===== config.mk =====
export PLATFORM = sky130hd
export DESIGN_NAME = openofdm_rx_pkt_sequencer
export DESIGN_NICKNAME = d
export VERILOG_FILES = /design/src/rtl/openofdm_rx_pkt_sequencer.sv
export SDC_FILE = /design/constraint.sdc
export NUM_CORES = 1
export LEC_CHECK = 0
export BUFFER_PORTS_ARGS = -buffer_cell sky130_fd_sc_hd__buf_2
export CORE_UTILIZATION = 25
export CTS_CLUSTER_DIAMETER = 50
export DETAILED_ROUTE_END_ITERATION = 8
export GPL_ROUTABILITY_DRIVEN = 0
export GPL_TIMING_DRIVEN = 1
export PLACE_DENSITY = 0.54
export REMOVE_ABC_BUFFERS = 1
export SYNTH_ARGS = -nofsm -noshare
export SYNTH_HDL_FRONTEND = slang
export SYNTH_SLANG_ARGS = --single-unit

===== constraint.sdc =====
create_clock -name clock -period 2.7 [get_ports clock]
set_input_delay 0.27 -clock clock [delete_from_list [all_inputs] [get_ports clock]]
set_output_delay 0.27 -clock clock [all_outputs]
set_load 0.05 [all_outputs]

===== src/rtl/openofdm_rx_pkt_sequencer.sv =====
// Packet-level sequencer for the OFDM receive chain: tracks each reception, enforces
// an inactivity timeout, issues a bounded core re-arm reset and keeps packet statistics.
module openofdm_rx_pkt_sequencer #(
  parameter int TIMEOUT_WIDTH = 24,
  parameter int RST_CYCLES    = 4,
  parameter int CNT_WIDTH     = 16
) (
  input  logic                     clock,
  input  logic                     reset,
  input  logic                     enable,
  input  logic [TIMEOUT_WIDTH-1:0] cfg_timeout,
  input  logic                     sw_abort,
  input  logic                     long_preamble_detected,
  input  logic                     pkt_header_valid_strobe,
  input  logic                     pkt_header_valid,
  input  logic                     ht_unsupport,
  input  logic                     byte_out_strobe,
  input  logic                     fcs_out_strobe,
  input  logic                     fcs_ok,
  output logic                     core_rst,
  output logic                     busy,
  output logic [2:0]               ctrl_state,
  output logic [2:0]               last_cause,
  output logic [CNT_WIDTH-1:0]     cnt_fcs_ok,
  output logic [CNT_WIDTH-1:0]     cnt_fcs_bad,
  output logic [CNT_WIDTH-1:0]     cnt_hdr_reject,
  output logic [CNT_WIDTH-1:0]     cnt_timeout
);

  typedef enum logic [2:0] {
    IDLE    = 3'd0,
    SYNC    = 3'd1,
    PAYLOAD = 3'd2,
    DONE    = 3'd3,
    FLUSH   = 3'd4
  } state_t;

  localparam int RC_WIDTH = $clog2(RST_CYCLES + 1);
  localparam logic [RC_WIDTH-1:0] RC_LOAD = RC_WIDTH'(RST_CYCLES);

  localparam logic [2:0] CAUSE_DONE    = 3'd1;
  localparam logic [2:0] CAUSE_REJECT  = 3'd2;
  localparam logic [2:0] CAUSE_TIMEOUT = 3'd3;
  localparam logic [2:0] CAUSE_ABORT   = 3'd4;

  state_t                   state, next_state;
  logic [TIMEOUT_WIDTH-1:0] timer;
  logic [RC_WIDTH-1:0]      rst_cnt;
  logic [2:0]               flush_cause;
  logic                     timer_load;
  logic                     timer_expired;
  logic                     ev_hdr_reject, ev_fcs_ok, ev_fcs_bad, ev_timeout;

  function automatic logic [CNT_WIDTH-1:0] sat_inc(input logic [CNT_WIDTH-1:0] v);
    return (&v) ? v : v + CNT_WIDTH'(1);
  endfunction

  always_ff @(posedge clock or posedge reset) begin
    if (reset) state <= IDLE;
    else       state <= next_state;
  end

  // Abort outranks packet strobes, which outrank timer expiry; a timer value of
  // zero never reaches one, which is what makes cfg_timeout=0 disable the timeout.
  always_comb begin
    next_state    = state;
    flush_cause   = 3'd0;
    timer_load    = 1'b0;
    ev_hdr_reject = 1'b0;
    ev_fcs_ok     = 1'b0;
    ev_fcs_bad    = 1'b0;
    ev_timeout    = 1'b0;
    timer_expired = (timer == TIMEOUT_WIDTH'(1));
    case (state)
      IDLE: begin
        if (sw_abort) begin
          next_state  = FLUSH;
          flush_cause = CAUSE_ABORT;
        end else if (enable && long_preamble_detected) begin
          next_state = SYNC;
          timer_load = 1'b1;
        end
      end
      SYNC: begin
        if (sw_abort) begin
          next_state  = FLUSH;
          flush_cause = CAUSE_ABORT;
        end else if (pkt_header_valid_strobe) begin
          if (pkt_header_valid && !ht_unsupport) begin
            next_state = PAYLOAD;
            timer_load = 1'b1;
          end else begin
            next_state    = FLUSH;
            flush_cause   = CAUSE_REJECT;
            ev_hdr_reject = 1'b1;
          end
        end else if (timer_expired) begin
          next_state  = FLUSH;
          flush_cause = CAUSE_TIMEOUT;
          ev_timeout  = 1'b1;
        end
      end
      PAYLOAD: begin
        if (sw_abort) begin
          next_state  = FLUSH;
          flush_cause = CAUSE_ABORT;
        end else if (fcs_out_strobe) begin
          next_state = DONE;
          ev_fcs_ok  = fcs_ok;
          ev_fcs_bad = !fcs_ok;
        end else if (byte_out_strobe) begin
          timer_load = 1'b1;
        end else if (timer_expired) begin
          next_state  = FLUSH;
          flush_cause = CAUSE_TIMEOUT;
          ev_timeout  = 1'b1;
        end
      end
      DONE: begin
        next_state  = FLUSH;
        flush_cause = sw_abort ? CAUSE_ABORT : CAUSE_DONE;
      end
      FLUSH: begin
        if (!sw_abort && rst_cnt == RC_WIDTH'(1)) next_state = IDLE;
      end
      default: next_state = IDLE;
    endcase
  end

  always_comb begin
    busy       = (state != IDLE);
    ctrl_state = state;
  end

  // core_rst mirrors the registered FLUSH state; an abort inside FLUSH restarts the count.
  always_ff @(posedge clock or posedge reset) begin
    if (reset) begin
      timer          <= '0;
      rst_cnt        <= '0;
      core_rst       <= 1'b0;
      last_cause     <= 3'd0;
      cnt_fcs_ok     <= '0;
      cnt_fcs_bad    <= '0;
      cnt_hdr_reject <= '0;
      cnt_timeout    <= '0;
    end else begin
      core_rst <= (next_state == FLUSH);
      if (timer_load)
        timer <= cfg_timeout;
      else if ((state == SYNC || state == PAYLOAD) && timer != '0)
        timer <= timer - TIMEOUT_WIDTH'(1);
      if (next_state == FLUSH && (state != FLUSH || sw_abort))
        rst_cnt <= RC_LOAD;
      else if (state == FLUSH && rst_cnt != '0)
        rst_cnt <= rst_cnt - RC_WIDTH'(1);
      if (state != FLUSH && next_state == FLUSH)
        last_cause <= flush_cause;
      if (ev_fcs_ok)     cnt_fcs_ok     <= sat_inc(cnt_fcs_ok);
      if (ev_fcs_bad)    cnt_fcs_bad    <= sat_inc(cnt_fcs_bad);
      if (ev_hdr_reject) cnt_hdr_reject <= sat_inc(cnt_hdr_reject);
      if (ev_timeout)    cnt_timeout    <= sat_inc(cnt_timeout);
    end
  end

endmodule


After elaboration in Yosys (flattened, before gate mapping) --
Index checks and enable logic that the tools add are counted.
Storage, ports and cells: register bits after elaboration 98, logic and storage cells 104
Operators by class: muxes and demuxes 51, bitwise gates (word level) 4, add/subtract/negate cells 6, reduce and logical (&&, ||, !) cells 26, equality and inequality tests 8
Operator list (count):
- $add 16x1->16 const B | 4
- $reduce_and 16->1 | 4
- $mux 3 | 19
- $mux 24 | 2
- $eq 24x1->1 const B | 1
- $mux 1 | 24
- $reduce_bool 24->1 | 1
- $sub 24x1->24 const B | 1
- $pmux 3 s5 | 1
- $pmux 3 s4 | 1
- $reduce_and 2->1 | 4
- $logic_and 1x1->1 | 7
- $eq 3x1->1 const B | 2
- $eq 3x2->1 const B | 2
- $eq 3x3->1 const B | 2
- $reduce_bool 3->1 | 2
- $mux 2 | 2
- $not 1->1 | 4
- $reduce_bool 2->1 | 2
- $logic_not 1->1 | 3
- $logic_not 3->1 | 1
- $ne 3x3->1 const B | 1
- $pmux 1 s3 | 1
- $sub 3x1->3 const B | 1
- other kinds (2) | 3

Longest topological paths before layout --
Gate-level depths: netlist of run 1.
depth after elaboration 9, mapped depth 9

Worst setup path after synthesis of run 1 --
Ideal clock, no wire load.
path kind reg-to-reg, from reg state[2], in the netlist ctrl_state[2], to reg timer[11], period minus slack after synthesis 2.772 ns, setup time 0.142 ns, required time 2.558 ns, data arrival time 2.630 ns, stages on the path, launching flop included 9, slack -0.072 ns, cell sequence dfrtp_1 > clkbuf_1 > inv_1 > nand2_1 > nor2_1 > o311ai_0 > clkbuf_1 > clkbuf_1 > a31oi_1
On the way: word-level cells in the longest chain between the ends 4, elaborated cells between the ends (all ways) 8, those cells by class eq/ne (2); mux (2); reduce/logical (4)
Ends and longest elaborated chain:
- from (decl) | RTL line 46 | state_t state, next_state;
- from (signal assigned) | RTL line 60 | else state <= next_state;
- branches (longest 4 deep; another with $mux 24)
- to (signal assigned) | RTL line 149 | timer <= cfg_timeout;
- to (signal assigned) | RTL line 151 | timer <= timer - TIMEOUT_WIDTH'(1);
- to (decl) | RTL line 47 | logic [TIMEOUT_WIDTH-1:0] timer;
Several ways; the timed one is not identified. A chain may end at the register's enable or synchronous reset.

Final worst setup path of run 1 --
from reg timer[12], to reg cnt_timeout[11]
On the way: word-level cells in the longest chain between the ends 7, elaborated cells between the ends (all ways) 9, those cells by class eq/ne (1); mux (7); reduce/logical (1)
Ends and longest elaborated chain:
- $eq 24x1->1 * | RTL line 73 | timer_expired = (timer == TIMEOUT_WIDTH'(1));
- $mux 1 * | RTL line 97, 113
- $mux 1 | RTL line 111 | end else if (byte_out_strobe) begin
- $mux 1 | RTL line 107 | end else if (fcs_out_strobe) begin
- $mux 1 | RTL line 104 | if (sw_abort) begin
- $pmux 1 s2 * | RTL line 74 | case (state)
- $reduce_and 2->1 (no line) *
- to (signal assigned) | RTL line 161 | if (ev_timeout) cnt_timeout <= sat_inc(cnt_timeout);
- to (decl) | RTL line 27 | output logic [CNT_WIDTH-1:0] cnt_timeout
Every way passes the cells marked *; elsewhere a longest branch is shown, timed or not.

==> impl_metrics.ini, run 1 <==
[flow_run]
max-cap-violations = 0

[run_status]
status = finished clean

[global_route]
antenna_found_initial = 0
grt_overflow = 0
grt_max_degree = 67
gr-usage-all-layers = 0.1253
grt_pass1_vias = 3940
grt_pass1_wl_mm = 20.07

[setup_path]
required_ns = 2.93
critPathCaptureType = flip-flop
path_max_fanout = 6
r2r-end = cnt_timeout[11]$_DFFE_PP0P_
crit_type = flip-flop to flip-flop
startpoint_type = flip-flop
cp.arrival_ns = 2.75
reg2regPathDepth = 6
r2r-start = timer[12]$_DFFE_PP0P_
reg2reg_slack_ns = 0.19

[sta]
maxSlewViolCount = 0
worst_pin_slew_ns = 0.6041
finalHoldViolCount = 0
relSlewSlack = 0.5942
fin_tns_setup_ns = 0
holdWs_ns = 0.1681
finalCriticalPeriod_ns = 2.514
setup_viol = 0
fin_crit_sh = 0.9310
clock.fmax_mhz = 397.8
rsz0062_at_grt = no
finalWorstSetupSlack_ns = 0.1863
fin_skew_ns = 0.007397

[clock_network]
cts_tree = done
cts_root_buffer = clkbuf_16
clock_sinks = 98
post_cts_buffers = 0
cts_buffers = 9
clk_pin_slew_ns = 0.07
clockBufferDepth = 2
htree_levels = 3
cts_hold_buf = 1
cts_resized = 0
clock_latency_ns = 0.35

[die]
rows = 51
num_io_pins = 107
core_sq_um = 19530
fp.dieH_microns = 143.6
die_w_microns = 143.6
start_util = 0.2566
dieArea_sq_um = 20610

[final_layout]
final_cells = 883
final_util = 0.3192
final_nets = 657
drive_above_1_share = 0.2528
design_area_sq_um = 6233
areaGrowthSynthToFinish_pct = 24.39

[detailed_routing]
wl_per_cell_microns = 13.71
antenna_left = 0
dr.pass1.iters = 4
drt_iter0_drc = 105
drc_errors = 0
wl_mm = 12.11
via_per_inst = 4.478
vias = 3954

[placement]
dp_cells = 865
place_area_sq_um = 5928
dp_hpwl_mm = 8.904
portBuffers = 106
place_ws_ns = 0.2181

[logic_synthesis]
ys.flop_type = dfrtp_1
ys_ff_latch = 98
syn-cell-area_sq_um = 5011
yosysMostFrequentCell = dfrtp_1
synth_seq_area_share = 0.4894
synth_edf_count = 0
ys.warnings.count = 0
synthCells = 496
netlist_top_cells_area = dfrtp_1 (49%), xnor2_1 (7.9%), xor2_1 (6.1%)
ys_top_cells_by_count = dfrtp_1 (98), nor2_1 (54), xnor2_1 (45)
yosysTopAreaCellShare = 0.4894
yosysTopAreaCell = dfrtp_1
ys_types = 52
synth.avg_cell_area_sq_um = 10.10
synthArstFlopShare = 1.000

[pwr]
combPwrFrac = 0.129
ir_worst_vdd_uv = 300.9
power_density_nw_per_um2 = 535.1
leakage_nw = 2.872
switching_power_mw = 0.9134
power.total_mw = 3.335
switching_share = 0.2739
pwr-share-clk = 0.382
intPower_mw = 2.422
seq_power_share = 0.488

[worst_hold_path]
min_from = cfg_timeout[1]
hold_class = input pin to flip-flop
hold_end = timer[1]$_DFFE_PP0P_
min_path_cells = 2
-- flip-flops by register name (all words and copies together), names as in the netlist --
register,cells
cnt_fcs_bad,16
cnt_fcs_ok,16
cnt_hdr_reject,16
cnt_timeout,16
core_rst,1
ctrl_state,3
last_cause,3
rst_cnt,3
timer,24
-- power by group through the flow --
| stage | logic [mW] | clock network (mW) | registers, mW |
|---|---|---|---|
| floorplan | 0.245 | 0 | 1.71 |
| global placement | 0.433 | 0 | 1.66 |
| detailed placement | 0.438 | 0 | 1.66 |
| CTS | 0.442 | 1.33 | 1.63 |
| global route | 0.491 | 1.37 | 1.64 |
| finish | 0.431 | 1.28 | 1.63 |
-- routing by layer --
metal  up-vias  global-route usage  part of all wire  routed length, microns
met3        11             0.02932             0.037                     452
met4         0             0.03359             0.011                     136
li1       1971                   -                 -                       -
met1      1893              0.1721              0.49                    5991
met5         -                   0                 0                       0
met2        79              0.1962              0.46                    5529
-- layout by cell type, fill, tap and decap left out, types with 2 or more instances in the layout --
cell type  synthesis  final
nor2b_1            3      3
a21oi_1           31     31
a21bo_2            2      2
nor3_1            16     16
a31oi_1            4      4
nor2_1            54     54
nor4_1             2      2
clkinv_4           0      2
nor3b_1            3      3
clkbuf_8           0      3
buf_2              5    106
nand4_1           26     26
nand3_1           33     33
xnor2_1           45     45
mux2_2             5      5
o21ai_0            4      4
buf_4              0     13
dfrtp_1           98     98
xor2_1            35     35
a211oi_1           3      3
nand2b_1           3      3
nand4b_1           2      2
or3_1              2      2
or4_1              2      2
a21o_1             2      2
nand2_1           32     32
and4_1             7      7
and2_1             3      3
o31a_1             2      2
inv_1             13     12
ha_1              10     10
and3_1            12     12
nand3b_1           5      5
clkbuf_16          0      9
-- logic make-up after synthesis --
family / count (synthesis) / synth area share
simple gates: 217 / 0.2392
flops: 98 / 0.4894
xor+xnor: 80 / 0.1398
compound gates: 57 / 0.07116
buf+inv: 29 / 0.02422
fa+ha+maj: 10 / 0.02497
mux: 5 / 0.01124
-- area by class of cell --
class,count,area (sq um)
fillers,2112,13290
clock inverters,3,22.52
inverters,13,51.30
diodes,1,2.502
repair buffers,121,658.1
multi-input cells,369,2445
well taps,265,331.6
flip-flops and latches,98,2452
clock buffers,13,270.3
-- worst max path at each step --
stage | from | to | slack, ns | cells after the start
final | timer[12]$_DFFE_PP0P_ | cnt_timeout[11]$_DFFE_PP0P_ | 0.19 | 6
after global routing | timer[12]$_DFFE_PP0P_ | cnt_timeout[11]$_DFFE_PP0P_ | 0.006 | 6
after CTS | timer[12]$_DFFE_PP0P_ | cnt_timeout[11]$_DFFE_PP0P_ | 0.20 | 6
after detailed placement | timer[12]$_DFFE_PP0P_ | cnt_timeout[11]$_DFFE_PP0P_ | 0.22 | 6
after global placement | timer[12]$_DFFE_PP0P_ | cnt_timeout[11]$_DFFE_PP0P_ | 0.22 | 6
after floorplan | ctrl_state[2]$_DFF_PP0_ | timer[1]$_DFFE_PP0P_ | -3.57 | 5
-- critical path, stage by stage, from the launching register on --
cell and delay (ns):
dfrtp_1 0.43, or4_1 0.60, nor3_1 0.43, nand4_2 0.28, nor3_4 0.36, nand4_1 0.16, xnor2_1 0.14
No activity file was read; power rests on OpenSTA's default activity.
==> inputs of run 2 (changes only) <==
Settings changed: BUFFER_PORTS_ARGS -buffer_cell sky130_fd_sc_hd__buf_2 to -buffer_cell sky130_fd_sc_hd__clkbuf_2.
==> impl_metrics.ini, run 2 (synthesis results as in run 1) <==
[setup_path]
required_ns = 2.93
cp.arrival_ns = 2.68
crit_type = flip-flop to flip-flop
crit_start = timer[12]$_DFFE_PP0P_
r2r-end = last_cause[1]$_DFFE_PP0P_
startpoint_type = flip-flop
reg2reg_slack_ns = 0.25
r2r-start = timer[12]$_DFFE_PP0P_
path_cells = or4_1 -> nor3_1 -> nand4_2 -> a21bo_2 -> nand2_1 -> a211o_1
reg2regPathDepth = 6
path_max_fanout = 5
crit_family = simple AND/OR/NAND/NOR gates
critPathCaptureType = flip-flop
critical_path_buf_inv_count = 0
cp_slowest_cell = or4_1
cpPeakStageDelay_ns = 0.60

[global_route]
grt_max_degree = 48
gr-usage-all-layers = 0.1261
antenna_found_initial = 0
grt_pass1_wl_mm = 20.13
grt_pass1_vias = 3908
grt_overflow = 0

[clock_network]
cts_root_buffer = clkbuf_16
cts_buffers = 9
clock_latency_ns = 0.35
htree_levels = 3
clk_pin_slew_ns = 0.07
clock_sinks = 98
cts_tree = done
clockBufferDepth = 2
post_cts_buffers = 0

[die]
fp.dieH_microns = 143.6
die_w_microns = 143.6
core_sq_um = 19530
dieArea_sq_um = 20610
start_util = 0.2566
num_io_pins = 107
rows = 51

[detailed_routing]
wl_mm = 12.06
via_per_inst = 4.530
drc_errors = 0
drt_iter0_drc = 104
vias = 4000
antenna_left = 0
dr.pass1.iters = 6
wl_per_cell_microns = 13.65

[pwr]
power.total_mw = 3.406
leakage_nw = 2.833
ir_worst_vdd_uv = 308.3
power_density_nw_per_um2 = 544.7

[final_layout]
antenna_cells = 0
mostFrequentLayoutCells = clkbuf_2 (106), dfrtp_1 (98), nor2_1 (54), xnor2_1 (45), xor2_1 (35)
largest_register_ffs = 24
areaGrowthSynthToFinish_pct = 24.77
final_common_cell = clkbuf_2
drive_above_1_share = 0.2524
design_area_sq_um = 6252
final_cells = 883
final_nets = 658
fill_cells = 2104
top_register = timer

[worst_hold_path]
min_path_cells = 3
hold_class = input pin to flip-flop
min_from = cfg_timeout[2]
hold_end = timer[2]$_DFFE_PP0P_

[sta]
clock.fmax_mhz = 407.7
fin_tns_setup_ns = 0
worst_pin_slew_ns = 0.7866
setup_viol = 0
fin_crit_sh = 0.9085
maxSlewViolCount = 0
finalHoldViolCount = 0
fin_skew_ns = 0.009104
rsz0062_at_grt = no
relSlewSlack = 0.4689
finalCriticalPeriod_ns = 2.453

[placement]
portBuffers = 106
dp_cells = 866
place_area_sq_um = 5936
dp_hpwl_mm = 9.059

[run_status]
status = finished clean

[flow_run]
max-cap-violations = 0
==> run 2: worst min-delay path, cell delays in order <==
cell and delay, ns:
clkbuf_2 0.08, nor2_1 0.09, a21oi_1 0.04
==> run 2: area by class of cell <==
cell class | count | area, sq um | area share
flip-flops and latches | 98 | 2452 | 0.3922
multi-input cells | 369 | 2445 | 0.3910
repair buffers | 122 | 665.6 | 0.1065
well taps | 265 | 331.6 | 0.05303
clock buffers | 13 | 260.3 | 0.04163
inverters | 13 | 51.30 | 0.008205
clock inverters | 3 | 46.29 | 0.007404
==> run 2: timing repair <==
action	in CTS	in global routing
endpoints found under the hold margin	15	0
gates resized for setup	0	0
hold buffers	1	0
==> run 2: how the worst max path moves through the flow <==
stage / end / slack [ns] / cells after the start
floorplan: timer[1]$_DFFE_PP0P_ / -3.57 / 5
global placement: last_cause[1]$_DFFE_PP0P_ / 0.26 / 6
detailed placement: cnt_timeout[12]$_DFFE_PP0P_ / 0.24 / 7
CTS: last_cause[1]$_DFFE_PP0P_ / 0.24 / 6
global route: cnt_timeout[11]$_DFFE_PP0P_ / 0.03 / 6
finish: last_cause[1]$_DFFE_PP0P_ / 0.25 / 6
==> run 2: routing by layer <==
layer,global-route usage,vias to the layer above,wire [microns]
li1,-,1986,-
met3,0.03099,12,480
met2,0.2011,85,5506
met5,0,-,0
met1,0.1670,1917,5918
met4,0.03975,0,152
==> run 2: per-stage QoR <==
stage	worst slack, ns	util	hold slack (ns)
floorplan	-3.574	-	0.3364
global placement	0.2642	0.3040	0.3776
detailed placement	0.2389	0.3040	0.3674
CTS	0.2382	0.3202	0.1445
global route	0.02946	0.3202	0.1603
finish	0.2470	0.3202	0.1628
==> run 2: where the power goes <==
group / total (mW) / switching [mW] / internal [mW] / leakage, nW
clock network: 1.35 / 0.575 / 0.774 / 0.146
registers: 1.63 / 0.0743 / 1.55 / 1.23
logic: 0.429 / 0.265 / 0.163 / 1.46
total: 3.41 / 0.914 / 2.49 / 2.83
==> inputs of run 3 (changes only) <==
Settings changed: GPL_TIMING_DRIVEN 1 to 0, PLACE_DENSITY 0.54 to 0.53.
Clock period 2.7 ns to 3.1 ns, I/O delays scaled along.
==> impl_metrics.ini, run 3 (synthesis results as in run 1) <==
[detailed_routing]
drc_errors = 0
wl_per_cell_microns = 13.88
dr.pass1.iters = 4
wl_mm = 12.10
drt_iter0_drc = 138
via_per_inst = 4.510
vias = 3933
antenna_left = 0

[sta]
finalCriticalPeriod_ns = 2.744
worst_pin_slew_ns = 0.8412
holdWs_ns = 0.1329
clock.fmax_mhz = 364.5
fin_skew_ns = 0.007346
relSlewSlack = 0.4392
maxSlewViolCount = 0
rsz0062_at_grt = no
setup_viol = 0
fin_crit_sh = 0.8851
finalHoldViolCount = 0
finalWorstSetupSlack_ns = 0.3562
fin_tns_setup_ns = 0

[die]
dieArea_sq_um = 20610
fp.dieH_microns = 143.6
num_io_pins = 107
rows = 51
core_sq_um = 19530
start_util = 0.2566
die_w_microns = 143.6

[final_layout]
final_nets = 647
final_common_cell = clkbuf_2
regArea_sq_um = 2452
areaGrowthSynthToFinish_pct = 23.32
mostFrequentLayoutCells = clkbuf_2 (106), dfrtp_1 (98), nor2_1 (54), xnor2_1 (45), xor2_1 (35)
antenna_cells = 0
drive_above_1_share = 0.2422
multi_input_area_sq_um = 2451
largest_register_ffs = 24
top_register = timer
fill_cells = 2042

[setup_path]
path_cells = or2_2 -> nor3b_1 -> o31a_1 -> nor3b_1 -> nand3_1 -> xnor2_1
cp.arrival_ns = 2.97
cpPeakStageDelay_ns = 0.51
crit_type = flip-flop to flip-flop
r2r-start = ctrl_state[2]$_DFF_PP0_
r2r-end = cnt_hdr_reject[12]$_DFFE_PP0P_
reg2reg_slack_ns = 0.36
startpoint_type = flip-flop
path_max_fanout = 11
critPathCaptureType = flip-flop
crit_path_frequent_cell = nor3b_1
cp_slowest_cell = nor3b_1
required_ns = 3.33
reg2regPathDepth = 6

[clock_network]
post_cts_buffers = 0
cts_resized = 0
clock_sinks = 98
cts_tree = done
cts_buffers = 9
htree_levels = 3
cts_root_buffer = clkbuf_16
clock_latency_ns = 0.34
clockBufferDepth = 2
clk_pin_slew_ns = 0.07
cts_hold_buf = 0

[global_route]
grt_pass1_wl_mm = 19.93
grt_pass1_vias = 3855
grt_overflow = 0
gr-usage-all-layers = 0.1249
antenna_found_initial = 0
grt_max_degree = 65

[placement]
dp_hpwl_mm = 8.936
portBuffers = 106
place_ws_ns = 0.1327

[worst_hold_path]
hold_class = input pin to async pin

[pwr]
power_density_nw_per_um2 = 474.9
leakage_nw = 2.775
ir_worst_vdd_uv = 269.1

[flow_run]
max-cap-violations = 0

[run_status]
status = finished clean
[run 3: cell count changes in the layout (fill, tap and decap cells not counted), sizes merged]
cell and delta:
clkbuf -1, dlygate4sd3 -1, buf -10, clkinv +2
inv -1
[run 3: power breakdown]
group	total [mW]	leakage [nW]	switching (mW)	internal (mW)
logic	0.363	1.40	0.224	0.138
registers	1.43	1.23	0.0728	1.35
clock network	1.15	0.143	0.497	0.649
[run 3: how the worst max path moves through the flow]
stage	startpoint	to	slack, ns	depth (start not counted)
3_5_place_dp	sw_abort	cnt_hdr_reject[12]$_DFFE_PP0P_	0.13	7
3_3_place_gp	ctrl_state[2]$_DFF_PP0_	timer[1]$_DFFE_PP0P_	-4.89	5
2_1_floorplan	ctrl_state[2]$_DFF_PP0_	timer[1]$_DFFE_PP0P_	-3.17	5
5_1_grt	ctrl_state[2]$_DFF_PP0_	cnt_hdr_reject[12]$_DFFE_PP0P_	0.12	6
4_1_cts	ctrl_state[2]$_DFF_PP0_	cnt_hdr_reject[12]$_DFFE_PP0P_	0.24	6
6_report	ctrl_state[2]$_DFF_PP0_	cnt_hdr_reject[12]$_DFFE_PP0P_	0.36	6
[run 3: layout make-up]
type,count,area share
sequential,98,0.3968
multi-input combinational,369,0.3966
timing repair buffer,111,0.09638
tap,265,0.05365
clock buffer,12,0.03989
clock inverter,4,0.008301
inverter,13,0.008301
[run 3: per-layer routing]
metal	part of all wire	wire length, microns	up-vias	global-route usage
met1	0.49	5945	1881	0.1672
li1	-	-	1947	-
met3	0.047	567	9	0.03032
met2	0.45	5465	96	0.2001
met4	0.010	122	0	0.03359
met5	0	0	-	0
[run 3: metrics by stage]
step	instances	power, mW	cell area (sq um)	util
2_1_floorplan	480	1.698	4938	-
3_3_place_gp	851	1.810	5801	0.2971
3_5_place_dp	856	1.819	5882	0.3012
4_1_cts	872	3.003	6180	0.3165
5_1_grt	872	3.117	6180	0.3165
6_report	872	2.935	6180	0.3165
[run 3: worst max-delay path: cells and delay by family (launching register included)]
| kind | cells | cell delay (ns) |
|---|---|---|
| flip-flops | 1 | 0.49 |
| XOR/XNOR | 1 | 0.16 |
| AO/OA/AOI/OAI | 1 | 0.44 |
| AND/OR/NAND/NOR | 4 | 1.54 |
